===== config.mk =====
export PLATFORM = sky130hd
export DESIGN_NAME = uart_tx_fifo
export DESIGN_NICKNAME = d
export VERILOG_FILES = /design/src/rtl/uart_pkg.sv /design/src/rtl/sync_fifo.sv /design/src/rtl/uart_tx_fifo.sv
export SDC_FILE = /design/constraint.sdc
export NUM_CORES = 1
export LEC_CHECK = 0
export ABC_AREA = 1
export CAP_MARGIN = 20
export CORE_ASPECT_RATIO = 0.9
export CORE_MARGIN = 5
export CORE_UTILIZATION = 34
export DETAILED_ROUTE_END_ITERATION = 6
export SLEW_MARGIN = 20
export SYNTH_ARGS = -nofsm -noshare
export SYNTH_HDL_FRONTEND = slang
export SYNTH_SLANG_ARGS = --single-unit

===== constraint.sdc =====
create_clock -name clk -period 3.4 [get_ports clk]
set_input_delay 0.68 -clock clk [delete_from_list [all_inputs] [get_ports clk]]
set_output_delay 0.68 -clock clk [all_outputs]
set_load 0.005 [all_outputs]

===== src/rtl/uart_pkg.sv =====
// uart_pkg: constants and FSM state type shared by the UART blocks.
//   UART_DATA_WIDTH - byte width used by UART_TX/UART_RX and their FIFOs
//   CLOCK_RATE      - system clock frequency in Hz
//   BAUD_RATE       - serial line rate shared with Baud_Rate_Gen instances
//   tx_state_e      - issue FSM states of uart_tx_fifo
package uart_pkg;
    localparam int UART_DATA_WIDTH = 8;
    localparam int CLOCK_RATE = 50_000_000;
    localparam int BAUD_RATE = 9600;
    typedef enum logic {
        IDLE      = 1'b0,
        WAIT_DONE = 1'b1
    } tx_state_e;
endpackage


===== src/rtl/sync_fifo.sv =====
// sync_fifo: circular register-array FIFO with separate occupancy counter.
//   clk, reset        - system clock, asynchronous active-high reset
//   wr_en, wr_data    - write strobe and data; ignored while full
//   rd_en, rd_data    - pop strobe; rd_data always shows the head entry
//   full, empty       - derived from the registered count
//   count             - entries stored (0..DEPTH)
//   overflow          - one-cycle pulse after a write that was dropped
module sync_fifo #(
    parameter int DATA_WIDTH = 8,
    parameter int DEPTH = 16,
    localparam int ADDR_WIDTH = $clog2(DEPTH)
) (
    input  logic                  clk,
    input  logic                  reset,
    input  logic                  wr_en,
    input  logic [DATA_WIDTH-1:0] wr_data,
    input  logic                  rd_en,
    output logic [DATA_WIDTH-1:0] rd_data,
    output logic                  full,
    output logic                  empty,
    output logic [ADDR_WIDTH:0]   count,
    output logic                  overflow
);
    localparam int CW = ADDR_WIDTH + 1;

    logic [DATA_WIDTH-1:0] mem_q [DEPTH];
    logic [ADDR_WIDTH-1:0] wr_ptr_q, wr_ptr_d, rd_ptr_q, rd_ptr_d;
    logic [CW-1:0]         count_q, count_d;
    logic                  overflow_q, overflow_d;
    logic                  wr_acc, rd_acc;

    assign full     = count_q == CW'(DEPTH);
    assign empty    = count_q == '0;
    assign count    = count_q;
    assign overflow = overflow_q;
    assign rd_data  = mem_q[rd_ptr_q];
    // A pop in the same cycle never makes room for a write to a full FIFO.
    assign wr_acc   = wr_en && !full;
    assign rd_acc   = rd_en && !empty;

    always_comb begin
        wr_ptr_d   = wr_acc ? wr_ptr_q + 1'b1 : wr_ptr_q;
        rd_ptr_d   = rd_acc ? rd_ptr_q + 1'b1 : rd_ptr_q;
        count_d    = count_q + CW'(wr_acc) - CW'(rd_acc);
        overflow_d = wr_en && full;
    end

    always_ff @(posedge clk or posedge reset) begin
        if (reset) begin
            wr_ptr_q   <= '0;
            rd_ptr_q   <= '0;
            count_q    <= '0;
            overflow_q <= 1'b0;
        end else begin
            wr_ptr_q   <= wr_ptr_d;
            rd_ptr_q   <= rd_ptr_d;
            count_q    <= count_d;
            overflow_q <= overflow_d;
        end
    end

    // Storage is deliberately not reset.
    always_ff @(posedge clk) begin
        if (wr_acc) mem_q[wr_ptr_q] <= wr_data;
    end
endmodule


===== src/rtl/uart_tx_fifo.sv =====
// uart_tx_fifo: byte FIFO feeding UART_TX through its tx_start/tx_done handshake.
//   clk, reset              - system clock, asynchronous active-high reset
//   wr_en, wr_data          - host byte write, one per cycle
//   full, empty, count      - FIFO status (count excludes the byte in flight)
//   overflow                - one-cycle pulse after a dropped write
//   tx_start, tx_data       - start pulse and held byte toward UART_TX
//   tx_done                 - UART_TX completion flag (rising edge is used)
//   busy                    - a byte is in flight in UART_TX
module uart_tx_fifo
    import uart_pkg::*;
#(
    parameter int DATA_WIDTH = UART_DATA_WIDTH,
    parameter int DEPTH = 16,
    localparam int ADDR_WIDTH = $clog2(DEPTH)
) (
    input  logic                  clk,
    input  logic                  reset,
    input  logic                  wr_en,
    input  logic [DATA_WIDTH-1:0] wr_data,
    output logic                  full,
    output logic                  empty,
    output logic [ADDR_WIDTH:0]   count,
    output logic                  overflow,
    output logic                  tx_start,
    output logic [DATA_WIDTH-1:0] tx_data,
    input  logic                  tx_done,
    output logic                  busy
);
    tx_state_e             state_q, state_d;
    logic                  tx_start_q, tx_start_d;
    logic [DATA_WIDTH-1:0] tx_data_q, tx_data_d;
    logic                  busy_q, busy_d;
    logic                  tx_done_q;
    logic [DATA_WIDTH-1:0] head;
    logic                  pop, done_rise;

    // Only a fresh rising edge completes a transfer; a level left high is stale.
    assign done_rise = tx_done && !tx_done_q;
    // The byte leaves the FIFO at issue time, not at completion.
    assign pop       = state_q == IDLE && !empty;

    sync_fifo #(.DATA_WIDTH(DATA_WIDTH), .DEPTH(DEPTH)) u_fifo (
        .clk     (clk),
        .reset   (reset),
        .wr_en   (wr_en),
        .wr_data (wr_data),
        .rd_en   (pop),
        .rd_data (head),
        .full    (full),
        .empty   (empty),
        .count   (count),
        .overflow(overflow)
    );

    always_comb begin
        state_d    = state_q;
        tx_start_d = 1'b0;
        tx_data_d  = tx_data_q;
        busy_d     = busy_q;
        if (pop) begin
            state_d    = WAIT_DONE;
            tx_start_d = 1'b1;
            tx_data_d  = head;
            busy_d     = 1'b1;
        end else if (state_q == WAIT_DONE && done_rise) begin
            state_d = IDLE;
            busy_d  = 1'b0;
        end
    end

    always_ff @(posedge clk or posedge reset) begin
        if (reset) begin
            state_q    <= IDLE;
            tx_start_q <= 1'b0;
            tx_data_q  <= '0;
            busy_q     <= 1'b0;
            tx_done_q  <= 1'b0;
        end else begin
            state_q    <= state_d;
            tx_start_q <= tx_start_d;
            tx_data_q  <= tx_data_d;
            busy_q     <= busy_d;
            tx_done_q  <= tx_done;
        end
    end

    assign tx_start = tx_start_q;
    assign tx_data  = tx_data_q;
    assign busy     = busy_q;
endmodule


* Yosys cells after proc, flatten, opt, wreduce, memory -nomap -nowiden *
Memory sizes are Yosys's and may differ from the RTL's. A register that Yosys moved wholly into a read port is not among the register bits.
Index checks and enable logic that the tools add are counted.

word-level totals
  bits in registers = 17
  bits in latches = 0
  RAM bits = 128
  bits in read-only memories = 0
  input bits = 12
  word-level logic and storage cells = 30
  memories kept = 1

memory list
  memory        depth  width  read ports  clocked after memory_dff  wr ports  RTL line         RTL
  u_fifo.mem_q  16     8      1           1                         1         sync_fifo.sv:26  logic [DATA_WIDTH-1:0] mem_q [DEPTH];

cells by class
  add/sub/neg operators = 4
  $mul = 0
  div/mod/pow operators = 0
  $lt $le $gt $ge = 0
  equality and inequality tests = 1
  shift-type cells = 0
  muxes and demuxes = 5
  bitwise logic cells = 1
  reductions and logical operators = 11

operators with widths
  cell                                          number
  adder 4 x 1 -> 4 bit (second input constant)  2
  logical AND 1 bit                             6
  adder 5 x 1 -> 5 bit                          1
  == test 5 bit (second input constant)         1
  logical NOT 5 bit                             1
  two-way mux 1 bit                             5
  subtractor 5 x 1 -> 5 bit                     1
  logical NOT 1 bit                             3
  nonzero test 2 bit                            1
  NOT 1 bit                                     1

* Depth between registers and ports, before layout *
  depth after elaboration = 5
  depth in mapped cells = 14

* Cells and area by module *
Synthesis repeated with hierarchy kept, for this count alone.

second synthesis, totals
  cell total of the unflattened synthesis = 648
  area total of the unflattened synthesis = 6667.6 sq um

modules (own cells, without submodules)
  module        instances  cells an instance  area an instance (sq um)
  sync_fifo     1          604                6224.7
  uart_tx_fifo  1          44                 442.9

* Least setup slack after synthesis *
OpenSTA, ideal clock, no wires.

  path kind = reg2reg
  start point = register u_fifo.count_q[3] (netlist: u_fifo.count[3])
  end point = register u_fifo.count_q[4] (netlist: u_fifo.count[4])
  library setup time = 0.079 ns
  data arrival time = 2.361 ns
  required time = 3.321 ns
  slack = 0.960 ns
  stages on the path, launching flop included = 15
  path buffers = 1
  period minus slack after synthesis = 2.440 ns
  cell sequence = dfrtp_1 -> inv_1 -> ha_1 -> nand4_1 -> nand2_1 -> inv_1 -> buf_2 -> ha_1 -> inv_1 -> ha_1 -> fa_1 -> a21oi_1 -> nor2_1 -> nor2_1 -> xor2_1

on the way
  cells in the longest elaborated chain, start to end = 5
  elaborated cells on any way between the ends = 9
  those cells by class = add/sub: 2; eq/ne: 1; reduce/logical: 6

ends and longest elaborated chain
  what                                                              RTL line                                              RTL
  start: declaration                                                sync_fifo.sv:28                                       logic [CW-1:0] count_q, count_d;
  start signal: assignment                                          sync_fifo.sv:57                                       count_q <= count_d;
  == test 5 bit / logical NOT 5 bit (equally long branches)         sync_fifo.sv:32, sync_fifo.sv:33
  logical NOT 1 bit, on equally long branches                       sync_fifo.sv:38, sync_fifo.sv:39, uart_tx_fifo.sv:40
  logical AND 1 bit, on equally long branches                       sync_fifo.sv:38, uart_tx_fifo.sv:40
  adder 5 x 1 -> 5 bit / logical AND 1 bit (equally long branches)  sync_fifo.sv:44, sync_fifo.sv:39
  subtractor 5 x 1 -> 5 bit *                                       sync_fifo.sv:44                                       count_d = count_q + CW'(wr_acc) - CW'(rd_acc);
  named net u_fifo.count_d[4]                                       sync_fifo.sv:28

Mark *: on every way through the listed nets, which the timed path passes. The rest lies on a longest branch.
A chain may end at the register's enable or synchronous reset.

* Final worst setup path *
  start point = register u_fifo.count_q[2] (netlist: u_fifo.count[2])
  end point = output port full

on the way
  cells in the longest elaborated chain, start to end = 1

ends and longest elaborated chain
  what              RTL line            RTL
  == test 5 bit     sync_fifo.sv:32     assign full = count_q == CW'(DEPTH);
  end: declaration  uart_tx_fifo.sv:20  output logic full,

No other way between the ends.

==> impl_metrics.tcl <==
set metrics [dict create \
    slew_headroom_pct 44.1 \
    min_period_ns 2.51 \
    htreeDepth 4 \
    initial_core_util_pct 34.8 \
    p_leak_uw 0.00342 \
    ant_nets 0 \
    routed_wl_microns 15000 \
    rsz0062_at_grt "false" \
    ff2ff_path_depth 11 \
    syn_area_sq_um 6720 \
    seq_area_frac_synth_pct 66.5 \
    fmaxAchievable_ghz 0.398 \
    p_per_area_nw_per_um2 854 \
    grtUsageMet1_pct 19.7 \
    clock_latency_ns 0.42 \
    routedWlPerCell_microns 15.9 \
    maxCapViolCount 0 \
    total_power_uw 6680 \
    crit_type "flop to primary output" \
    hold_buffers 0 \
    synth_top_family_by_area "simple AND/OR/NAND/NOR gates" \
    fp.coreArea_sq_um 19300 \
    synth_nets 683 \
    cts.sink_count 153 \
    hold_class "flop to flop" \
    fin_nets 711 \
    arrival_ns 1.83 \
    antenna_found_initial 0 \
    final_area_sq_um 7820 \
    crit_path_end_kind "primary output" \
    drive_gt1_share_pct 5.44 \
    syn_to_final_growth_pct 16.3 \
    hold_viol 0 \
    cp_data_required_time_ns 2.72 \
    grt_pass1_vias 4292 \
    status "finished, final reports clean" \
    clk_pin_slew_worst_paths_ns 0.06 \
    numCtsBuffers 17 \
    reg2reg_slack_ns 0.93 \
    synth_top_area_share_pct 57.2 \
    pre_cts_ws_ns 0.679 \
    io_pins 30 \
    clockBufferDepth 2 \
    hpwl_microns 9730 \
    ys_ff_latch 153 \
    initialDrtViolationCount 328 \
    grt_use_met2_pct 21.9 \
    slowest_stage "clkdlybuf4s50_1" \
    grt_max_degree 67 \
    fp.dieArea_sq_um 22700 \
    tightest_slew_ns 0.835 \
    post_cts_buffers 0 \
    crit_path_end "full" \
    die_x_microns 158 \
    rows 48 \
    rr_startpoint "u_fifo.count[2]" \
    synth_compound_area_share_pct 0.447 \
    synthAdderAreaFrac_pct 2.35 \
    final.fill_count 1881 \
    place_area_sq_um 7220 \
    critPathLaunch "u_fifo.count[2]" \
    grt_pass1_wl_microns 23700 \
    yosysUniqueCellTypes 18 \
    yosys.area_share.simple_pct 20.3 \
    yosys-mux-area-fraction_pct 0 \
    n_antenna_cell 0 \
    crit_path_max_fanout 3 \
    synth-xor-area-share_pct 1.30 \
    yosys-top-cells-area "edfxtp_1, nand2_1, dfrtp_1, nand3_1, inv_1" \
    via_count 4288 \
    yosys_warnings 0 \
    r2r-end "u_fifo.count[4]" \
    avgSynthCellArea_sq_um 10.2 \
    syn_inst 659 \
    setup_viol 0 \
    path_cells "inv_1 -> ha_1 -> nand4_1 -> inv_1 -> clkdlybuf4s50_1" \
    cts_tree "built" \
    setup_slack_ns 0.891 \
    via_per_inst 4.52 \
    cp_common_cell "inv_1" \
    met3_usage_pct 2.98 \
    ctsResizeCount 0 \
    period_share_pct 73.8 \
    first_pass_iters 4 \
    slowest_delay_ns 0.50 \
    finalNonFillerCells 949 \
    maxSlewViolCount 0 \
    drc 0 \
    clock_tree.root_cell "clkbuf_16" \
    die_h_microns 143 \
    worst_clock_skew_ns 0.00857 \
    portBuffers 29 \
    dp_cells 918 \
    top_usage_layer "met2" \
    place.gp.congestion 0.836 \
    finalSetupTns_ns 0 \
    grt-ovfl-total 0 \
    grt_usage_pct 14.1 \
    ir_drop_uv 476 \
    crit_path_start_kind "flop" \
    synth_top_area_cell "edfxtp_1" \
]
[synth_stat cells]
cell type,number
nand3_1,99
ha_1,11
dfrtp_1,25
a21oi_1,2
nand2_1,207
clkinv_1,2
fa_1,1
o21ai_0,4
buf_6,1
buf_2,17
nor2_1,21
inv_2,2
buf_4,7
inv_1,118
xor2_1,10
clkbuf_1,2
edfxtp_1,128
nand4_1,2
[area by class of cell]
type,count,area (sq um),area share [%]
tap,250,313,4.00
inverter,122,458,5.86
sequential,153,4470,57.2
clock buffer,17,425,5.44
timing repair buffer,36,343,4.38
clock inverter,14,171,2.19
multi-input combinational,357,1640,21.0
[per-layer routing]
layer	share of wire (%)	vias up	wire [microns]
met5	0	-	0
met4	1.4	0	208
met3	5.8	17	872
met2	48	97	7150
met1	45	2024	6810
li1	-	2150	-
[power by group]
part           switching [uW]  internal, uW  leakage [uW]  total, uW
clock                     743          1150      0.000291       1900
combinational            1520           772       0.00167       2290
sequential                149          2340       0.00146       2490
total                    2410          4260       0.00342       6680
[worst min path at each step]
stage / depth (start not counted) / from / end
2_1_floorplan: 2 / tx_done_q / busy
3_3_place_gp: 2 / tx_done_q / busy
3_5_place_dp: 2 / tx_data[7] / tx_data[7]
4_1_cts: 2 / tx_done_q / busy
5_1_grt: 2 / tx_data[4] / tx_data[4]
6_report: 2 / tx_data[4] / tx_data[4]
[critical path: cells and delay by family (launching register included)]
kind / cells / cell delay (ns)
adder cells (fa/ha/maj): 1 / 0.16
buffers and inverters: 3 / 0.68
flip-flops: 1 / 0.39
AND/OR/NAND/NOR: 1 / 0.17
[logic make-up after synthesis]
group,Yosys count
xor+xnor,10
buf+inv,149
fa+ha+maj,12
flops,153
simple gates,329
compound gates,6
[stage by stage]
| stage | util [%] | hold WS [ns] |
|---|---|---|
| 4_1_cts | 40.4 | 0.490 |
| 2_1_floorplan | - | 0.453 |
| 6_report | 40.4 | 0.482 |
| 5_1_grt | 40.4 | 0.508 |
| 3_3_place_gp | 37.4 | 0.458 |
| 3_5_place_dp | 37.4 | 0.474 |
[state kept, by name, summed over array words and instances (netlist names)]
signal and count:
tx_data 8, u_fifo.mem_q 128, tx_done_q 1, tx_start 1, u_fifo.count 5, u_fifo.wr_ptr_q 4, u_fifo.rd_ptr_q 4, u_fifo.overflow 1
busy 1
[layout by cell type, fill, tap and decap left out, drive strengths merged, types with 7 or more instances in the layout]
| master | n |
|---|---|
| buf | 7 |
| clkinv | 10 |
| inv | 123 |
| ha | 11 |
| xor2 | 10 |
| nor2 | 21 |
| edfxtp | 128 |
| nand2 | 207 |
| nand3 | 99 |
| clkdlybuf4s50 | 29 |
| dfrtp | 25 |
| clkbuf | 17 |
(Power assumes the default switching activity.)
